### src/rtl/rcc_reg_arbiter.sv
// Round-robin arbiter sharing one RCC register-access port between NUM_REQ requesters.
// Optional BUSY timeout is enabled by defining RCC_ARB_TIMEOUT_EN.
module rcc_reg_arbiter #(
    parameter int unsigned NUM_REQ        = 2,
    parameter int unsigned TIMEOUT_CYCLES = 255
) (
    input  logic                    clk,
    input  logic                    rst,
    input  logic [NUM_REQ-1:0]      m_req,
    input  logic [4*NUM_REQ-1:0]    m_we,
    input  logic [29*NUM_REQ-1:0]   m_addr,
    input  logic [32*NUM_REQ-1:0]   m_wdata,
    output logic [NUM_REQ-1:0]      m_ack,
    output logic [1:0]              m_rsp,
    output logic [31:0]             m_rdata,
    output logic                    req,
    output logic [3:0]              we,
    output logic [28:0]             addr,
    output logic [31:0]             wdata,
    input  logic [31:0]             rdata,
    input  logic [1:0]              rsp
);

    localparam int unsigned IW = $clog2(NUM_REQ);
    localparam int unsigned SW = IW + 1;

    typedef enum logic [1:0] {
        S_IDLE = 2'd0,
        S_BUSY = 2'd1,
        S_RESP = 2'd2
    } state_e;

    if (NUM_REQ < 2 || NUM_REQ > 8 || TIMEOUT_CYCLES < 1) begin : g_bad_cfg
        $error("rcc_reg_arbiter: NUM_REQ must be 2..8 and TIMEOUT_CYCLES >= 1");
    end

    state_e               state_q, state_d;
    logic [IW-1:0]        rr_ptr_q, rr_ptr_d;
    logic [IW-1:0]        winner_q, winner_d;
    logic                 req_q, req_d;
    logic [3:0]           we_q, we_d;
    logic [28:0]          addr_q, addr_d;
    logic [31:0]          wdata_q, wdata_d;
    logic [NUM_REQ-1:0]   m_ack_q, m_ack_d;
    logic [1:0]           m_rsp_q, m_rsp_d;
    logic [31:0]          m_rdata_q, m_rdata_d;

`ifdef RCC_ARB_TIMEOUT_EN
    localparam int unsigned CW = $clog2(TIMEOUT_CYCLES + 1);
    logic [CW-1:0]        cnt_q, cnt_d;
`endif

    // Round-robin pick: first set request at or after rr_ptr, wrapping.
    logic                 grant_found;
    logic [IW-1:0]        grant_idx;
    logic [SW-1:0]        scan;
    logic [3:0]           sel_we;
    logic [28:0]          sel_addr;
    logic [31:0]          sel_wdata;

    always_comb begin
        grant_found = 1'b0;
        grant_idx   = '0;
        scan        = '0;
        for (int unsigned i = 0; i < NUM_REQ; i++) begin
            scan = {1'b0, rr_ptr_q} + SW'(i);
            if (scan >= SW'(NUM_REQ)) begin
                scan = scan - SW'(NUM_REQ);
            end
            if (!grant_found && m_req[scan[IW-1:0]]) begin
                grant_found = 1'b1;
                grant_idx   = scan[IW-1:0];
            end
        end
        sel_we    = '0;
        sel_addr  = '0;
        sel_wdata = '0;
        for (int unsigned i = 0; i < NUM_REQ; i++) begin
            if (grant_idx == IW'(i)) begin
                sel_we    = m_we[4*i +: 4];
                sel_addr  = m_addr[29*i +: 29];
                sel_wdata = m_wdata[32*i +: 32];
            end
        end
    end

    always_comb begin
        state_d   = state_q;
        rr_ptr_d  = rr_ptr_q;
        winner_d  = winner_q;
        req_d     = req_q;
        we_d      = we_q;
        addr_d    = addr_q;
        wdata_d   = wdata_q;
        m_ack_d   = '0;
        m_rsp_d   = m_rsp_q;
        m_rdata_d = m_rdata_q;
`ifdef RCC_ARB_TIMEOUT_EN
        cnt_d     = cnt_q;
`endif
        unique case (state_q)
            S_IDLE: begin
                if (grant_found) begin
                    winner_d = grant_idx;
                    we_d     = sel_we;
                    addr_d   = sel_addr;
                    wdata_d  = sel_wdata;
                    req_d    = 1'b1;
                    state_d  = S_BUSY;
`ifdef RCC_ARB_TIMEOUT_EN
                    cnt_d    = '0;
`endif
                end
            end
            S_BUSY: begin
                if (rsp != 2'b00) begin
                    req_d             = 1'b0;
                    m_rdata_d         = rdata;
                    m_rsp_d           = (rsp == 2'b01) ? 2'b01 : 2'b10;
                    m_ack_d[winner_q] = 1'b1;
                    state_d           = S_RESP;
                end
`ifdef RCC_ARB_TIMEOUT_EN
                // A real response in the expiry cycle takes precedence.
                else if (cnt_q == CW'(TIMEOUT_CYCLES - 1)) begin
                    req_d             = 1'b0;
                    m_rdata_d         = '0;
                    m_rsp_d           = 2'b10;
                    m_ack_d[winner_q] = 1'b1;
                    state_d           = S_RESP;
                end else begin
                    cnt_d = cnt_q + CW'(1);
                end
`endif
            end
            S_RESP: begin
                rr_ptr_d = (winner_q == IW'(NUM_REQ - 1)) ? '0 : winner_q + IW'(1);
                state_d  = S_IDLE;
            end
            default: begin
                state_d = S_IDLE;
            end
        endcase
    end

    always_ff @(posedge clk) begin
        if (rst) begin
            state_q   <= S_IDLE;
            rr_ptr_q  <= '0;
            winner_q  <= '0;
            req_q     <= 1'b0;
            we_q      <= '0;
            addr_q    <= '0;
            wdata_q   <= '0;
            m_ack_q   <= '0;
            m_rsp_q   <= '0;
            m_rdata_q <= '0;
`ifdef RCC_ARB_TIMEOUT_EN
            cnt_q     <= '0;
`endif
        end else begin
            state_q   <= state_d;
            rr_ptr_q  <= rr_ptr_d;
            winner_q  <= winner_d;
            req_q     <= req_d;
            we_q      <= we_d;
            addr_q    <= addr_d;
            wdata_q   <= wdata_d;
            m_ack_q   <= m_ack_d;
            m_rsp_q   <= m_rsp_d;
            m_rdata_q <= m_rdata_d;
`ifdef RCC_ARB_TIMEOUT_EN
            cnt_q     <= cnt_d;
`endif
        end
    end

    assign req     = req_q;
    assign we      = we_q;
    assign addr    = addr_q;
    assign wdata   = wdata_q;
    assign m_ack   = m_ack_q;
    assign m_rsp   = m_rsp_q;
    assign m_rdata = m_rdata_q;

endmodule

### config.mk
export PLATFORM = sky130hd
export DESIGN_NAME = rcc_reg_arbiter
export DESIGN_NICKNAME = d
export VERILOG_FILES = /design/src/rtl/rcc_reg_arbiter.sv
export SDC_FILE = /design/constraint.sdc
export NUM_CORES = 1
export LEC_CHECK = 0
export CAP_MARGIN = 20
export CORE_ASPECT_RATIO = 0.8
export CORE_UTILIZATION = 44
export CTS_BUF_LIST = sky130_fd_sc_hd__clkbuf_4 sky130_fd_sc_hd__clkbuf_8
export CTS_CLUSTER_SIZE = 28
export DETAILED_ROUTE_END_ITERATION = 10
export GPL_TIMING_DRIVEN = 1
export PLACE_DENSITY = 0.95
export SLEW_MARGIN = 20
export SYNTH_ARGS = -nofsm -noshare
export SYNTH_HDL_FRONTEND = slang
export SYNTH_SLANG_ARGS = --single-unit
### constraint.sdc
create_clock -name clk -period 1.95 [get_ports clk]
set_input_delay 0.195 -clock clk [delete_from_list [all_inputs] [get_ports clk]]
set_output_delay 0.195 -clock clk [all_outputs]
set_load 0.005 [all_outputs]
# == Word level (Yosys, flattened, before mapping) ==
# Index checks and enable logic that the tools add are counted.
# op_classes
bitwise_logic,2
add_sub_neg,4
mux,23
eq_ne,5
magnitude_cmp,6
n_reduce_logical,11
# ops
operator,count
32-bit 2-to-1 mux,1
29-bit 2-to-1 mux,1
1-bit 2-to-1 mux,14
"1-bit by 2-bit < comparator with 1-bit output, second input constant",3
2-bit 2-to-1 mux,3
2-bit AND reduction,3
"2-bit by 1-bit equality test with 1-bit output, second input constant",2
4-bit 2-to-1 mux,1
"2-bit inequality test, second input constant",2
2-bit case mux with 2 select lines,1
2-bit nonzero test,2
3-bit AND reduction,1
3-bit OR reduction,1
"1-bit by 1-bit adder with 2-bit output, second input constant",1
"2-bit equality test, second input constant",1
"1-bit by 2-bit greater-or-equal comparator with 1-bit output, second input constant",1
"2-bit greater-or-equal comparator, second input constant",1
1-bit logical AND,2
2-bit zero test,1
1-bit NOT,2
1-bit case mux with 2 select lines,1
"1-bit subtractor, second input constant",2
"1-bit adder, second input constant",1
1-bit demux with 1-bit select,1
other kinds (2),2
# totals
output_inout_bits,102
wordCells,61
regBits,106
input_bits,168

# == Longest topological paths before layout ==
# Gate-level depths: netlist (run 1).
# depth
ltp_word,10
ltp_mapped,6
mapped_depth_nobuf,3

# == Worst setup path before layout (run 1) ==
# No wires, ideal clock.
# synth_timing
path_kind,register to register
startpoint,reg rr_ptr_q
endpoint,reg addr_q[13] (netlist: addr[13])
path_slack_ns,0.632
required_time_ns,1.861
n_path_buf,2
path_stages_with_launch,6
t_arrival_ns,1.230
period_less_slack_ns,1.318
setup_time_ns,0.089
path_cell_list,dfxtp_1 > nand2b_1 > buf_4 > clkbuf_1 > nand3_1 > a311oi_2
# synth_via
elab_chain_len,9
word_cells_on_any_way,19
cone_classes,add/sub: 3; order compare: 2; mux: 11; reduce/logical: 3
# synth_rtl
item,line,rtl
start: declaration,38,"logic [IW-1:0] rr_ptr_q, rr_ptr_d;"
start signal: assignment,163,rr_ptr_q <= rr_ptr_d;
1-bit by 2-bit greater-or-equal comparator with 1-bit output or 1-bit subtractor (tied branches),"67, 68",
1-bit 2-to-1 mux,67,if (scan >= SW'(NUM_REQ)) begin
1-bit 2-to-1 mux (implied by the code) (2 in series),70,if (!grant_found && m_req[scan[IW-1:0]]) begin
1-bit 2-to-1 mux,70,
1-bit zero test,70,
1-bit logical AND,70,
1-bit 2-to-1 mux,70,
29-bit 2-to-1 mux or 2-bit AND reduction (tied branches),-,
end signal: assignment,167,addr_q <= addr_d;
end: declaration,42,"logic [28:0] addr_q, addr_d;"
# Parallel ways exist; a longest one is shown, timed or not. The select of a mux whose other input is x is not followed.
# A chain may end at the register's enable or synchronous reset.

# == Worst setup path in the final report (run 1) ==
# layout_timing
startpoint,in m_req[0]
endpoint,reg wdata_q[1] (netlist: wdata[1])
# layout_via
elab_chain_len,7
word_cells_on_any_way,12
cone_classes,mux: 9; reduce/logical: 3
# layout_rtl
item,line,rtl
start: declaration,9,"input logic [NUM_REQ-1:0] m_req,"
1-bit 2-to-1 mux (implied by the code) (2 in series),70,
1-bit 2-to-1 mux,70,
1-bit zero test,70,
1-bit logical AND,70,
1-bit 2-to-1 mux,70,
32-bit 2-to-1 mux or 2-bit AND reduction (tied branches),-,
end signal: assignment,168,wdata_q <= wdata_d;
end: declaration,43,"logic [31:0] wdata_q, wdata_d;"
# Parallel ways exist; a longest one is shown, timed or not. The select of a mux whose other input is x is not followed.

==> results of run 1 <==
==> cell families after synthesis <==
group,after synthesis
compound gates,269
buf+inv,79
flops,106
simple gates,116
==> worst register-to-register path, cell delays in order (launching register included) <==
cell and delay (ps):
dfxtp_1 380, nor2_4 160, and2_4 440, buf_12 260
a311oi_2 120
==> final cells by class <==
type                       count  area (µm²)  share of cell area (%)
clock buffer                   9         124                    1.57
clock inverter                 7        76.3                   0.965
inverter                       3        11.3                   0.142
multi-input combinational    385        2520                    31.8
sequential                   106        2120                    26.8
tap                          144         180                    2.28
timing repair buffer         285        2880                    36.4
==> cells in the final DEF (no fill, tap or decap), types with 6 or more instances in the layout <==
| cell | count |
|---|---|
| a21oi_1 | 103 |
| a311oi_1 | 15 |
| a311oi_2 | 50 |
| buf_12 | 6 |
| buf_4 | 11 |
| clkbuf_8 | 9 |
| clkdlybuf4s50_1 | 267 |
| dfxtp_1 | 106 |
| nand3_1 | 98 |
| o21ai_0 | 89 |
| o21ai_1 | 11 |
==> sequential cells by signal (all words and copies together) (netlist names) <==
register and flops:
m_rdata 32, wdata 32, addr 29, we 4, m_ack 2, m_rsp 2, state_q 2, req 1
rr_ptr_q 1, winner_q 1
==> Yosys cell counts <==
library cell | instances | area, µm²
a21bo_1 | 1 | 10.0
and2_1 | 1 | 6.26
or3_1 | 1 | 6.26
a21oi_1 | 103 | 515
nor3_1 | 1 | 5.00
o21ai_1 | 11 | 55.1
nor3b_1 | 2 | 15.0
or2_1 | 2 | 12.5
nand3_1 | 98 | 490
nor2_2 | 1 | 6.26
inv_2 | 1 | 3.75
buf_1 | 5 | 18.8
buf_6 | 6 | 67.6
nor2_1 | 2 | 7.51
clkbuf_1 | 53 | 199
buf_4 | 2 | 15.0
inv_1 | 2 | 7.51
a311oi_1 | 15 | 131
dfxtp_1 | 106 | 2120
nand2b_1 | 2 | 12.5
nand2_1 | 4 | 15.0
buf_2 | 10 | 50.1
nor2b_1 | 2 | 12.5
a311oi_2 | 50 | 751
o21ai_0 | 89 | 445
==> worst max path at each step <==
stage	from	to	slack (ps)
after detailed placement	m_req[0]	wdata[5]	-50
after CTS	m_req[0]	wdata[12]	330
after global placement	m_req[0]	addr[26]	40
after global routing	m_req[0]	wdata[5]	240
final	m_req[0]	wdata[1]	260
after floorplan	rr_ptr_q	addr[13]	630
==> report_power, final <==
| group | leakage (nW) | switching (W) | internal, W |
|---|---|---|---|
| clock | 0.102 | 0.000786 | 0.000607 |
| combinational | 1.65 | 0.000765 | 0.000958 |
| sequential | 0.875 | 0.000124 | 0.00238 |
| total | 2.62 | 0.00168 | 0.00394 |
==> layer usage <==
metal	wire, µm	vias to the layer above
li1	-	2591
met1	6370	2623
met2	8360	337
met3	1330	52
met4	581	0
met5	0	-
==> metrics by stage <==
| stage | instance area [µm²] | instances | utilization (%) | power [W] |
|---|---|---|---|---|
| 2_1_floorplan | 4980 | 570 | - | 0.00332 |
| 3_3_place_gp | 7710 | 923 | 70.5 | 0.00420 |
| 3_5_place_dp | 7710 | 923 | 70.5 | 0.00426 |
| 4_1_cts | 7910 | 939 | 72.4 | 0.00564 |
| 5_1_grt | 7910 | 939 | 72.4 | 0.00588 |
| 6_report | 7910 | 939 | 72.4 | 0.00562 |
==> results.rst, run 1 <==
.. list-table::
   :header-rows: 1

   * - Metric
     - Value
   * - Status
     - completed
   * - Adder-Cell Fraction of Synth Area
     - 0%
   * - DR pass1 iterations
     - 4
   * - Cell family with most CP delay
     - buffers and inverters
   * - Arrival time worst endpoint
     - 1950 ps
   * - Main combinational cell family by area after synthesis
     - compound AO/OA/AOI/OAI gates
   * - Count of cells resized by post-cts repair
     - 0
   * - Layout filler cell count
     - 740
   * - Simple-gate portion of the synthesized area
     - 11.8%
   * - Number of setup buffers added after CTS
     - 0
   * - GR Layer Usage met2
     - 47.6%
   * - Placed wire-length estimate
     - 11200 µm
   * - Number of CTS-inserted buffers
     - 9
   * - Std-Cell Rows
     - 34
   * - Unrepaired setup endpoints after global routing
     - no
   * - Synthesis-stage register bit count
     - 106
   * - Distinct cells, synth
     - 25
   * - Sequential area share after synthesis
     - 42.6%
   * - I/O Buffers
     - 269
   * - Reg-to-Reg Start
     - state_q[1]
   * - Vias in the first global route
     - 5398
   * - Number of diodes added for antenna fixing
     - 0
   * - Instance count on the critical path
     - 5
   * - Number of levels in the clock H-tree
     - 3
   * - Data required, critical path
     - 2210 ps
   * - Worst slew margin relative to its limit
     - 36.5%
   * - Compound-gate portion of the synthesized area
     - 38.3%
   * - Wire length of the first global-routing pass
     - 26000 µm
   * - Cells after synthesis
     - 570
   * - DR iter-0 viols
     - 489
   * - Share of post-route cells with drive strength above 1
     - 11.4%
   * - Hold worst-path end
     - m_rdata[28]
   * - Horizontal extent of the die
     - 121 µm
   * - Number of warnings issued by yosys
     - 0
   * - Final WL
     - 16600 µm
   * - Startpoint types
     - input port
   * - Mux cell area share after synthesis
     - 0%
   * - Max Fanout on Critical Path
     - 67
   * - Slowest cell delay on critical path
     - 570 ps
   * - Total number of nets in the final design
     - 958
   * - GR Layer Usage met1
     - 31.9%
   * - Cell type of the slowest stage on the worst timing path
     - buf_4
   * - Clock tree buffer depth
     - 2
   * - Routing layer with the top usage in global route
     - met2
   * - Insertion delay to the later sink of the worst-skew pair
     - 360 ps
   * - Core Box Area
     - 10900 µm²
   * - Vias per cell
     - 5.97
   * - Count of endpoints failing hold in the final timing report
     - 0
   * - Post-Synthesis Mean Instance Area
     - 8.74 µm²
   * - Initial Utilization
     - 45.6%
   * - Routability cong.
     - 0.795
   * - Netlist Area Pre-Place
     - 4980 µm²
   * - Number of max-slew violations in the final report
     - 0
   * - Antenna violations before repair
     - 0
   * - TNS Setup
     - 0 ps
   * - Max capacitance violation total
     - 0
   * - IR Drop Worst-Case VDD
     - 483 µV
   * - Leakage component of the power
     - 2.62 nW
   * - Detail Route Antenna Nets
     - 0
   * - Routing usage on met3
     - 6.63%
   * - Hold Path Depth
     - 3
   * - Die outline height
     - 97.2 µm
   * - Overall overflow remaining after global route
     - 0
   * - Clock input transition at the sequential cells of the worst setup and hold paths
     - 110 ps
   * - R2R Setup Slk
     - 460 ps
   * - Xor/xnor cell area share of the yosys netlist
     - 0%
   * - Hold path start
     - rdata[28]
   * - Endpoint of the lowest-slack register-to-register path
     - addr[23]
   * - Cell Chain, Critical Path
     - clkdlybuf4s50_1, or2_2, buf_4, a21oi_1, a311oi_2
   * - Bufs and invs on worst path
     - 2
   * - CP endpoint kind
     - register
   * - Actual transition at the worst max-transition pin
     - 953 ps
   * - Via count
     - 5603
   * - GRT Resource Usage Total
     - 27.4%
   * - Sink count of the clock tree
     - 106
   * - Largest net degree at the start of global routing
     - 107
   * - R2R cell count
     - 4
   * - Fin crit period
     - 1690 ps
   * - Root buffer selected by CTS
     - clkbuf_8
   * - Hold slack final
     - 385 ps
   * - Final worst clock skew
     - 8.94 ps
   * - Setup violators final
     - 0
   * - DIE AREA
     - 11800 µm²
   * - Cts hold-fix bufs
     - 0
   * - Syn nets
     - 738
   * - Path class of the lowest-slack min-delay path
     - input port to register
   * - Path type of the worst setup path
     - input port to register
   * - P&R area growth vs syn
     - 58.8%
   * - Worst slack, placed
     - -48.5 ps
   * - Routed wire length per instance
     - 17.7 µm
   * - Highest Clock Rate
     - 590 MHz
   * - DRC
     - 0
   * - Boundary pin count
     - 270
   * - Total power per unit cell area
     - 710 nW/µm²
   * - CTS tree
     - yes
   * - Final worst setup slack
     - 255 ps
   * - Final clock period utilization by the worst path
     - 86.9%
Power figures use the tool's default switching activity.
==> inputs of run 2 (changes only) <==
--- a/config.mk
+++ b/config.mk
@@ -13,7 +13,8 @@
 export DETAILED_ROUTE_END_ITERATION = 10
 export GPL_TIMING_DRIVEN = 1
 export PLACE_DENSITY = 0.95
-export SLEW_MARGIN = 20
+export RECOVER_POWER = 50
+export SLEW_MARGIN = 10
 export SYNTH_ARGS = -nofsm -noshare
 export SYNTH_HDL_FRONTEND = slang
 export SYNTH_SLANG_ARGS = --single-unit
==> results.rst, run 2 (synthesis gave the netlist of run 1 again) <==
.. list-table::
   :header-rows: 1

   * - Metric
     - Value
   * - CTS tree
     - yes
   * - Hold Path Depth
     - 3
   * - DR iter-0 viols
     - 540
   * - Total number of nets in the final design
     - 958
   * - P&R area growth vs syn
     - 58.8%
   * - Slowest cell delay on critical path
     - 570 ps
   * - Number of levels in the clock H-tree
     - 3
   * - Most frequent standard cell in the layout excluding fill and tap cells
     - clkdlybuf4s50_1
   * - Layout filler cell count
     - 741
   * - Antenna violations before repair
     - 0
   * - Path class of the lowest-slack min-delay path
     - input port to register
   * - Overall overflow remaining after global route
     - 0
   * - Detail Route Antenna Nets
     - 0
   * - DRC
     - 0
   * - Most used cells in the layout excluding fill and tap cells
     - clkdlybuf4s50_1, dfxtp_1, a21oi_1
   * - DP Cell Count
     - 923
   * - Routability cong.
     - 0.795
   * - Fin crit period
     - 1690 ps
   * - Endpoint of the lowest-slack register-to-register path
     - wdata[11]
   * - Number of diodes added for antenna fixing
     - 0
   * - Initial Utilization
     - 45.6%
   * - Wire length of the first global-routing pass
     - 26000 µm
   * - DIE AREA
     - 11800 µm²
   * - DR pass1 iterations
     - 5
   * - Placed Instance Area
     - 7710 µm²
   * - Via count
     - 5561
   * - Total power per unit cell area
     - 703 nW/µm²
   * - Final worst clock skew
     - 9.32 ps
   * - Count of endpoints failing hold in the final timing report
     - 0
   * - Number of setup buffers added after CTS
     - 0
   * - Sink count of the clock tree
     - 106
   * - Startpoint types
     - input port
   * - Clock tree buffer depth
     - 2
   * - Final WL
     - 16600 µm
   * - CP endpoint kind
     - register
   * - Cts hold-fix bufs
     - 0
   * - Boundary pin count
     - 270
   * - Reg-to-Reg Start
     - state_q[1]
   * - Die outline height
     - 97.2 µm
   * - Hold worst-path end
     - m_rdata[28]
   * - Horizontal extent of the die
     - 121 µm
   * - R2R cell count
     - 4
   * - Count of cells resized by post-cts repair
     - 0
   * - Setup violators final
     - 0
   * - Max Fanout on Critical Path
     - 67
   * - GRT Resource Usage Total
     - 27.4%
   * - Final clock period utilization by the worst path
     - 86.6%
   * - Core Box Area
     - 10900 µm²
   * - IR Drop Worst-Case VDD
     - 482 µV
   * - Worst slack, placed
     - -48.5 ps
   * - Cell Chain, Critical Path
     - clkdlybuf4s50_1, or2_2, buf_4, a21oi_1, a311oi_2
   * - Hold slack final
     - 388 ps
   * - Worst slew margin relative to its limit
     - 36.2%
   * - Vias in the first global route
     - 5398
   * - Data required, critical path
     - 2210 ps
   * - Status
     - completed
   * - Largest net degree at the start of global routing
     - 107
   * - Hold path start
     - rdata[28]
   * - I/O Buffers
     - 269
   * - Final non-filler cell area
     - 7910 µm²
   * - Root buffer selected by CTS
     - clkbuf_8
   * - Insertion delay to the later sink of the worst-skew pair
     - 350 ps
   * - R2R Setup Slk
     - 460 ps
   * - Number of max-slew violations in the final report
     - 0
   * - Placed wire-length estimate
     - 11200 µm
   * - Number of CTS-inserted buffers
     - 9
   * - Clock input transition at the sequential cells of the worst setup and hold paths
     - 110 ps
   * - Non-filler cells, final
     - 939
   * - Actual transition at the worst max-transition pin
     - 957 ps
   * - Cell type of the slowest stage on the worst timing path
     - buf_4
   * - Max capacitance violation total
     - 0
   * - Final worst setup slack
     - 262 ps
   * - Share of post-route cells with drive strength above 1
     - 11.3%
   * - Highest Clock Rate
     - 592 MHz
   * - Path type of the worst setup path
     - input port to register
   * - TNS Setup
     - 0 ps
   * - Vias per cell
     - 5.92
   * - Leakage component of the power
     - 2.79 nW
   * - Routed wire length per instance
     - 17.7 µm
   * - Std-Cell Rows
     - 34
   * - Arrival time worst endpoint
     - 1950 ps
   * - Unrepaired setup endpoints after global routing
     - no
-- run 2: routing by layer --
| metal | global-route usage [%] | wire, µm | part of all wire (%) | up-vias |
|---|---|---|---|---|
| met5 | 0 | 0 | 0 | - |
| met4 | 11.7 | 594 | 3.6 | 0 |
| met3 | 6.63 | 1390 | 8.3 | 53 |
| met2 | 47.6 | 8320 | 50 | 329 |
| met1 | 31.9 | 6300 | 38 | 2590 |
| li1 | - | - | - | 2589 |
-- run 2: worst max-delay path: cells and delay by family --
| family | cells | cell delay (ps) |
|---|---|---|
| buf+inv | 2 | 1080 |
| compound gates | 2 | 490 |
| simple gates | 1 | 150 |
-- run 2: where the power goes --
group          total (W)  internal [W]  switching, W  leakage [nW]
Sequential       0.00249       0.00238      0.000116         0.875
Clock            0.00139      0.000607      0.000783         0.102
Combinational    0.00167      0.000910      0.000765          1.82
Total            0.00556       0.00389       0.00166          2.79
-- run 2: per-stage QoR --
step                      power, W  util (%)
after floorplan            0.00332         -
after global placement     0.00420      70.5
after detailed placement   0.00426      70.5
after CTS                  0.00564      72.4
after global routing       0.00582      72.3
final                      0.00556      72.3
-- run 2: worst max-delay path by stage --
| stage | start | end | slack, ps | cells past startpoint |
|---|---|---|---|---|
| 2_1_floorplan | rr_ptr_q | addr[13] | 630 | 5 |
| 3_3_place_gp | m_req[0] | addr[26] | 40 | 5 |
| 3_5_place_dp | m_req[0] | wdata[5] | -50 | 5 |
| 4_1_cts | m_req[0] | wdata[12] | 330 | 5 |
| 5_1_grt | m_req[0] | wdata[5] | 240 | 5 |
| 6_report | m_req[0] | wdata[5] | 260 | 5 |
-- run 2: cell type report --
| type | count | area, µm² | share of cell area [%] |
|---|---|---|---|
| multi-input cells | 385 | 2510 | 31.8 |
| clock inverters | 7 | 76.3 | 0.965 |
| repair buffers | 285 | 2880 | 36.4 |
| inverters | 3 | 11.3 | 0.142 |
| well taps | 144 | 180 | 2.28 |
| flip-flops and latches | 106 | 2120 | 26.8 |
| clock buffers | 9 | 124 | 1.57 |
==> inputs of run 3 (changes only) <==
--- a/config.mk
+++ b/config.mk
@@ -9,6 +9,7 @@
 export CORE_ASPECT_RATIO = 0.8
 export CORE_UTILIZATION = 44
 export CTS_BUF_LIST = sky130_fd_sc_hd__clkbuf_4 sky130_fd_sc_hd__clkbuf_8
+export CTS_CLUSTER_DIAMETER = 100
 export CTS_CLUSTER_SIZE = 28
 export DETAILED_ROUTE_END_ITERATION = 10
 export GPL_TIMING_DRIVEN = 1
==> results of run 3 <==
Final layout, timing and power as in run 2 (identical DEF).
